===== src/rtl/pc_fetch_if.sv =====
// ============================================================================
// pc_fetch_if : fetch-stage bus bundle (control in, imem port, decode output)
// Rev 1.0
// ============================================================================
`default_nettype none

interface pc_fetch_if;
  logic        stall;
  logic        redirect_valid;
  logic [31:0] redirect_pc;
  logic        exc_req;
  logic        eret_req;
  logic [31:0] epc;
  logic        im_req;
  logic [31:0] im_addr;
  logic        im_ready;
  logic [31:0] im_rdata;
  logic        if_valid;
  logic [31:0] if_pc;
  logic [31:0] if_instr;
  logic        if_adel;

  // master: the fetch unit itself
  modport master (
    input  stall, redirect_valid, redirect_pc, exc_req, eret_req, epc,
    input  im_ready, im_rdata,
    output im_req, im_addr, if_valid, if_pc, if_instr, if_adel
  );

  // slave: memory, hazard unit, decode and CP0 side
  modport slave (
    output stall, redirect_valid, redirect_pc, exc_req, eret_req, epc,
    output im_ready, im_rdata,
    input  im_req, im_addr, if_valid, if_pc, if_instr, if_adel
  );
endinterface

`default_nettype wire


===== src/rtl/pc_fetch.sv =====
// ============================================================================
// pc_fetch : instruction-fetch front end with delay-slot redirect and skid
// Rev 1.0
// ============================================================================
`default_nettype none

module pc_fetch #(
  parameter logic [31:0] RESET_PC = 32'h0000_3000,
  parameter logic [31:0] EXC_VEC  = 32'h0000_4180,
  parameter logic [31:0] IM_BASE  = 32'h0000_3000,
  parameter logic [31:0] IM_SIZE  = 32'h0000_1000
) (
  input  wire logic   clk_i,
  input  wire logic   reset_i,
  pc_fetch_if.master  bus
);

  typedef enum logic [1:0] {
    S_IDLE    = 2'd0,
    S_BUSY    = 2'd1,
    S_DISCARD = 2'd2,
    S_ERR     = 2'd3
  } state_t;

  localparam logic [32:0] IM_END = {1'b0, IM_BASE} + {1'b0, IM_SIZE};

  state_t      state_q, state_d;
  logic [31:0] pc_q, pc_d;
  logic [31:0] addr_q, addr_d;
  logic        pend_q, pend_d;
  logic [31:0] tgt_q, tgt_d;
  logic        skid_v_q, skid_v_d;
  logic [31:0] skid_pc_q, skid_pc_d;
  logic [31:0] skid_instr_q, skid_instr_d;
  logic        if_valid_q, if_valid_d;
  logic [31:0] if_pc_q, if_pc_d;
  logic [31:0] if_instr_q, if_instr_d;
  logic        if_adel_q, if_adel_d;

  logic        legal;
  logic        req;
  logic        complete;
  logic        flush;
  logic [31:0] req_addr;

  assign legal = (pc_q[1:0] == 2'b00) && (pc_q >= IM_BASE) && ({1'b0, pc_q} < IM_END);
  assign flush = bus.exc_req | bus.eret_req;

  // Outstanding requests keep their own address so a flush can retarget pc
  assign req_addr = (state_q == S_BUSY || state_q == S_DISCARD) ? addr_q : pc_q;

  always_comb begin
    req = 1'b0;
    case (state_q)
      S_IDLE:    req = !bus.stall && legal && !skid_v_q;
      S_BUSY:    req = 1'b1;
      S_DISCARD: req = 1'b1;
      default:   req = 1'b0;
    endcase
  end

  assign complete    = req && bus.im_ready && (state_q != S_DISCARD);
  assign bus.im_req  = req & ~reset_i;
  assign bus.im_addr = req_addr;

  always_comb begin
    state_d      = state_q;
    pc_d         = pc_q;
    addr_d       = (state_q == S_IDLE) ? pc_q : addr_q;
    pend_d       = pend_q;
    tgt_d        = tgt_q;
    skid_v_d     = skid_v_q;
    skid_pc_d    = skid_pc_q;
    skid_instr_d = skid_instr_q;
    if_valid_d   = if_valid_q;
    if_pc_d      = if_pc_q;
    if_instr_d   = if_instr_q;
    if_adel_d    = if_adel_q;

    if (flush) begin
      pc_d       = bus.exc_req ? EXC_VEC : bus.epc;
      if_valid_d = 1'b0;
      skid_v_d   = 1'b0;
      pend_d     = 1'b0;
      state_d    = (req && !bus.im_ready) ? S_DISCARD : S_IDLE;
    end else begin
      if (bus.redirect_valid && state_q != S_ERR) begin
        pend_d = 1'b1;
        tgt_d  = bus.redirect_pc;
      end

      if (complete) begin
        // A redirect arriving with a completion makes that word the delay slot
        pc_d    = bus.redirect_valid ? bus.redirect_pc : (pend_q ? tgt_q : pc_q + 32'd4);
        pend_d  = 1'b0;
        state_d = S_IDLE;
        if (bus.stall) begin
          skid_v_d     = 1'b1;
          skid_pc_d    = req_addr;
          skid_instr_d = bus.im_rdata;
        end else begin
          if_valid_d = 1'b1;
          if_pc_d    = req_addr;
          if_instr_d = bus.im_rdata;
          if_adel_d  = 1'b0;
        end
      end else begin
        case (state_q)
          S_IDLE: begin
            if (req) state_d = S_BUSY;
            if (!bus.stall) begin
              if (skid_v_q) begin
                if_valid_d = 1'b1;
                if_pc_d    = skid_pc_q;
                if_instr_d = skid_instr_q;
                if_adel_d  = 1'b0;
                skid_v_d   = 1'b0;
              end else if (!legal) begin
                if_valid_d = 1'b1;
                if_pc_d    = pc_q;
                if_instr_d = 32'd0;
                if_adel_d  = 1'b1;
                state_d    = S_ERR;
              end else begin
                if_valid_d = 1'b0;
              end
            end
          end
          S_DISCARD: begin
            if (bus.im_ready) state_d = S_IDLE;
            if (!bus.stall) if_valid_d = 1'b0;
          end
          default: begin
            if (!bus.stall) if_valid_d = 1'b0;
          end
        endcase
      end
    end
  end

  always_ff @(posedge clk_i or posedge reset_i) begin
    if (reset_i) begin
      state_q      <= S_IDLE;
      pc_q         <= RESET_PC;
      addr_q       <= RESET_PC;
      pend_q       <= 1'b0;
      tgt_q        <= 32'd0;
      skid_v_q     <= 1'b0;
      skid_pc_q    <= 32'd0;
      skid_instr_q <= 32'd0;
      if_valid_q   <= 1'b0;
      if_pc_q      <= RESET_PC;
      if_instr_q   <= 32'd0;
      if_adel_q    <= 1'b0;
    end else begin
      state_q      <= state_d;
      pc_q         <= pc_d;
      addr_q       <= addr_d;
      pend_q       <= pend_d;
      tgt_q        <= tgt_d;
      skid_v_q     <= skid_v_d;
      skid_pc_q    <= skid_pc_d;
      skid_instr_q <= skid_instr_d;
      if_valid_q   <= if_valid_d;
      if_pc_q      <= if_pc_d;
      if_instr_q   <= if_instr_d;
      if_adel_q    <= if_adel_d;
    end
  end

  assign bus.if_valid = if_valid_q;
  assign bus.if_pc    = if_pc_q;
  assign bus.if_instr = if_instr_q;
  assign bus.if_adel  = if_adel_q;

endmodule

`default_nettype wire


===== src/flat_wrapper.sv =====
// flat-port wrapper written by rule: the top's interface ports become plain ports
module pc_fetch_flat 
#(
  parameter logic [31:0] RESET_PC = 32'h0000_3000,
  parameter logic [31:0] EXC_VEC  = 32'h0000_4180,
  parameter logic [31:0] IM_BASE  = 32'h0000_3000,
  parameter logic [31:0] IM_SIZE  = 32'h0000_1000
)
  (clk_i, reset_i, bus_stall, bus_redirect_valid, bus_redirect_pc, bus_exc_req, bus_eret_req, bus_epc, bus_im_ready, bus_im_rdata, bus_im_req, bus_im_addr, bus_if_valid, bus_if_pc, bus_if_instr, bus_if_adel);
  pc_fetch_if bus_i ();
  input  wire logic clk_i;
  input  wire logic reset_i;
  input wire logic [$bits(bus_i.stall)-1:0] bus_stall;
  input wire logic [$bits(bus_i.redirect_valid)-1:0] bus_redirect_valid;
  input wire logic [$bits(bus_i.redirect_pc)-1:0] bus_redirect_pc;
  input wire logic [$bits(bus_i.exc_req)-1:0] bus_exc_req;
  input wire logic [$bits(bus_i.eret_req)-1:0] bus_eret_req;
  input wire logic [$bits(bus_i.epc)-1:0] bus_epc;
  input wire logic [$bits(bus_i.im_ready)-1:0] bus_im_ready;
  input wire logic [$bits(bus_i.im_rdata)-1:0] bus_im_rdata;
  output wire logic [$bits(bus_i.im_req)-1:0] bus_im_req;
  output wire logic [$bits(bus_i.im_addr)-1:0] bus_im_addr;
  output wire logic [$bits(bus_i.if_valid)-1:0] bus_if_valid;
  output wire logic [$bits(bus_i.if_pc)-1:0] bus_if_pc;
  output wire logic [$bits(bus_i.if_instr)-1:0] bus_if_instr;
  output wire logic [$bits(bus_i.if_adel)-1:0] bus_if_adel;
  assign bus_i.stall = bus_stall;
  assign bus_i.redirect_valid = bus_redirect_valid;
  assign bus_i.redirect_pc = bus_redirect_pc;
  assign bus_i.exc_req = bus_exc_req;
  assign bus_i.eret_req = bus_eret_req;
  assign bus_i.epc = bus_epc;
  assign bus_i.im_ready = bus_im_ready;
  assign bus_i.im_rdata = bus_im_rdata;
  assign bus_im_req = bus_i.im_req;
  assign bus_im_addr = bus_i.im_addr;
  assign bus_if_valid = bus_i.if_valid;
  assign bus_if_pc = bus_i.if_pc;
  assign bus_if_instr = bus_i.if_instr;
  assign bus_if_adel = bus_i.if_adel;
  pc_fetch #(.RESET_PC(RESET_PC), .EXC_VEC(EXC_VEC), .IM_BASE(IM_BASE), .IM_SIZE(IM_SIZE)) u_core (.clk_i(clk_i), .reset_i(reset_i), .bus(bus_i));
endmodule

===== config.mk =====
export PLATFORM = sky130hd
export DESIGN_NAME = pc_fetch_flat
export DESIGN_NICKNAME = d
export VERILOG_FILES = /design/src/rtl/pc_fetch_if.sv /design/src/rtl/pc_fetch.sv /design/src/flat_wrapper.sv
export SDC_FILE = /design/constraint.sdc
export NUM_CORES = 1
export LEC_CHECK = 0
export CORE_MARGIN = 3
export CORE_UTILIZATION = 40
export CTS_CLUSTER_SIZE = 24
export DETAILED_ROUTE_END_ITERATION = 16
export PLACE_DENSITY = 0.61
export SLEW_MARGIN = 0
export SYNTH_ARGS = -nofsm -noshare
export SYNTH_HDL_FRONTEND = slang
export SYNTH_SLANG_ARGS = --single-unit

===== constraint.sdc =====
create_clock -name clk_i -period 10.1 [get_ports clk_i]
set_input_delay 1.01 -clock clk_i [delete_from_list [all_inputs] [get_ports clk_i]]
set_output_delay 1.01 -clock clk_i [all_outputs]
set_load 0.01 [all_outputs]

==> impl_metrics.toml <==
[sta]
fin_crit_ps = 4591
tightest_slew_ps = 1387
slew_headroom = 0.07175
timing.final.crit_share = 0.4546
maxSlewViolCount = 0
setup_violations = 0
hold_violations = 0
hold_ws_ps = 468.0
rsz0062_at_grt = "no"
fmax_ghz = 0.2178
finalClockSkew_ps = 14.93
setup_tns_ps = 0

[yosys]
synth-seq-area-share = 0.4788
synthAdderAreaFrac = 0.006237
ys_top_cells_by_area = "dfrtp_1 47%, mux2_2 8.3%, mux2i_1 5.7%"
postSynthAreaPerCell_um2 = 9.834
synth-simple-area-share = 0.1335
synth_area_um2 = 12040
synth_xor_area_frac = 0.01746
synth_edf_count = 0
async_reset_ff_frac = 1.000
synth_cells = 1224
synth_top_area_share = 0.4657
synth_top_family_by_area = "compound AO/OA/AOI/OAI gates"
yosysUniqueCellTypes = 58
synth_nets = 1333
ys.flop_type = "dfrtp_1"
synth_mux_area_frac = 0.1398
ys_warn_count = 0
synth-compound-area-share = 0.1632
yosys.area.top_type = "dfrtp_1"
synth-seq-cells = 230

[drt]
dr.pass1.iters = 5
avgRoutedWirePerCell_um = 18.22
wl_um = 32230
drtAntennaViolNets = 0
vias_per_cell = 5.293
drtIter0Drc = 739
drc_errors = 0
num_vias = 9363

[clocking]
htree_num_levels = 1
clk_pin_slew_ps = 60
cts_buffers = 27
cts_setup_buffers = 0
cts.sinks = 230
cts_tree = "yes"
clock_path_buffers = 3
worstSkewPairLatency_ps = 530
clockRootBuffer = "clkbuf_16"
hold_buffers = 0
cts-resized-gates = 0

[setup_path]
start_kind = "flip-flop"
crit_family = "simple AND/OR/NAND/NOR gates"
cp-end-kind = "output port"
cpPeakStageDelay_ps = 830
worst-path-max-fanout = 38
path_class = "reg -> out"
rrSetupSlack_ps = 6150
cp.arrival_ps = 3580
critical_path_required_ps = 9090
cp-startpoint = "u_core.state_q[0]"
r2r-start = "u_core.state_q[0]"
critical_path.cell_chain = "inv_1 -> ha_2 -> or3b_2 -> nor3_1 -> o21ai_0 -> nor2_1 -> clkdlybuf4s50_1"
worst-path-buf-inv = 2
cp_slowest_cell = "ha_2"

[placement]
hpwl_um = 21850
dpl-instance-area_um2 = 14160
routabilityCongestion = 0.8483
portBuffers = 201

[power_and_ir_drop]
cellLeakagePower_nw = 6.539
pwr-share-comb = 0.351
vdd_ir_drop_max_mv = 0.1235
switching_power_mw = 1.233
power_density_nw_per_um2 = 245.5
switching_share = 0.3330
p_seq_frac = 0.383
p_int_mw = 2.470
power_frac_clock = 0.266

[cells_and_area]
layout-drive-gt1-share = 0.1733
final_cell_mix = "223 x dfrtp_1, 200 x clkdlybuf4s50_1, 157 x nand2_1"
final_util = 0.5170
final_area_um2 = 15080
n_antenna_cell = 0
final_nets = 1474
area_growth_pct = 25.29
final_common_cell = "dfrtp_1"

[global_route]
gr-usage-all-layers = 0.1925
overflow = 0
grt_max_degree = 130
grt_pass1_vias = 9026
grt_pass1_wl_um = 51360
antenna_found_initial = 1

[floorplan]
core_area_um2 = 29170
fp.dieArea_um2 = 32210
die_w_um = 179.5
row_count = 62
io_pins = 202
start_util = 0.4127
die-height_um = 179.5

[run_status]
outcome = "completed"

[hold_path]
hold_path_class = "reg -> reg"
hold_start = "u_core.bus.if_pc[13]"

[job]
max-cap-violations = 0
[tightest hold or removal path: stages (launching register included)]
cell and delay [ps]:
dfstp_2 360, nand2_1 60, o21ai_2 50
[power by group through the flow]
stage,Sequential [mW],Combinational (mW),Clock [mW]
finish,1.42,1.30,0.985
global route,1.46,1.43,1.05
CTS,1.42,1.32,1.01
detailed placement,1.43,1.31,0
global placement,1.42,1.29,0
floorplan,1.41,0.791,0
[layer usage]
metal / global-route usage / vias to the layer above / routed length, um
met1: 0.2747 / 4475 / 14890
met5: 0 / - / 13
li1: - / 4579 / -
met4: 0.04146 / 2 / 721
met3: 0.03436 / 47 / 1761
met2: 0.3093 / 260 / 14850
[worst paths after layout]
kind / cells past startpoint / to
max in group asynchronous: 3 / u_core.skid_pc_q[9]
hold / removal: 2 / u_core.bus.if_pc[13]
min in group asynchronous: 2 / u_core.tgt_q[25]
hold reg to reg: 2 / u_core.bus.if_pc[13]
setup reg to reg: 10 / u_core.bus.if_instr[8]
setup / recovery: 7 / bus_im_req
[kinds of logic after synthesis]
kind of cell,after synthesis
adders and majority gates,6
DFF,230
and+or+nand+nor,336
xor gates and xnor gates,24
buffers and inverters,164
AOI/OAI and AO/OA,307
muxes,157
[sequential cells by signal, summed over array words and instances (netlist names)]
| register | flops |
|---|---|
| u_core.skid_instr_q | 32 |
| u_core.bus.if_valid | 1 |
| u_core.pc_q | 32 |
| u_core.tgt_q | 32 |
| u_core.bus.if_instr | 32 |
| u_core.bus.if_adel | 1 |
| u_core.addr_q | 32 |
| u_core.state_q | 2 |
| u_core.skid_pc_q | 32 |
| u_core.bus.if_pc | 32 |
| u_core.pend_q | 1 |
| u_core.skid_v_q | 1 |
[cell usage after synthesis (all sizes together), types with 12 or more instances]
library cell,instances
dfrtp,224
nand2,157
o21ai,149
a21oi,102
mux2,89
clkbuf,73
mux2i,68
inv,58
nor2,55
and3,36
buf,33
nand3,15
nand4,14
xnor2,14
nor3,13
nor4,12
[area by class of cell]
type	count	area [um2]
Clock buffer	38	807.0
Clock inverter	11	110.1
Fill cell	2727	14090
Inverter	58	225.2
Multi-Input combinational cell	830	5559
Sequential cell	230	5764
Tap cell	384	480.5
Timing Repair Buffer	218	2135
[per-stage QoR]
stage               setup WS, ps  power (mW)  std cells
floorplan                   2795       2.202       1224
global placement            5896       2.716       1720
detailed placement          5842       2.748       1720
CTS                         5525       3.749       1769
global route                5307       3.935       1769
finish                      5509       3.703       1769
Note: power is estimated with default switching activity, not from simulation.
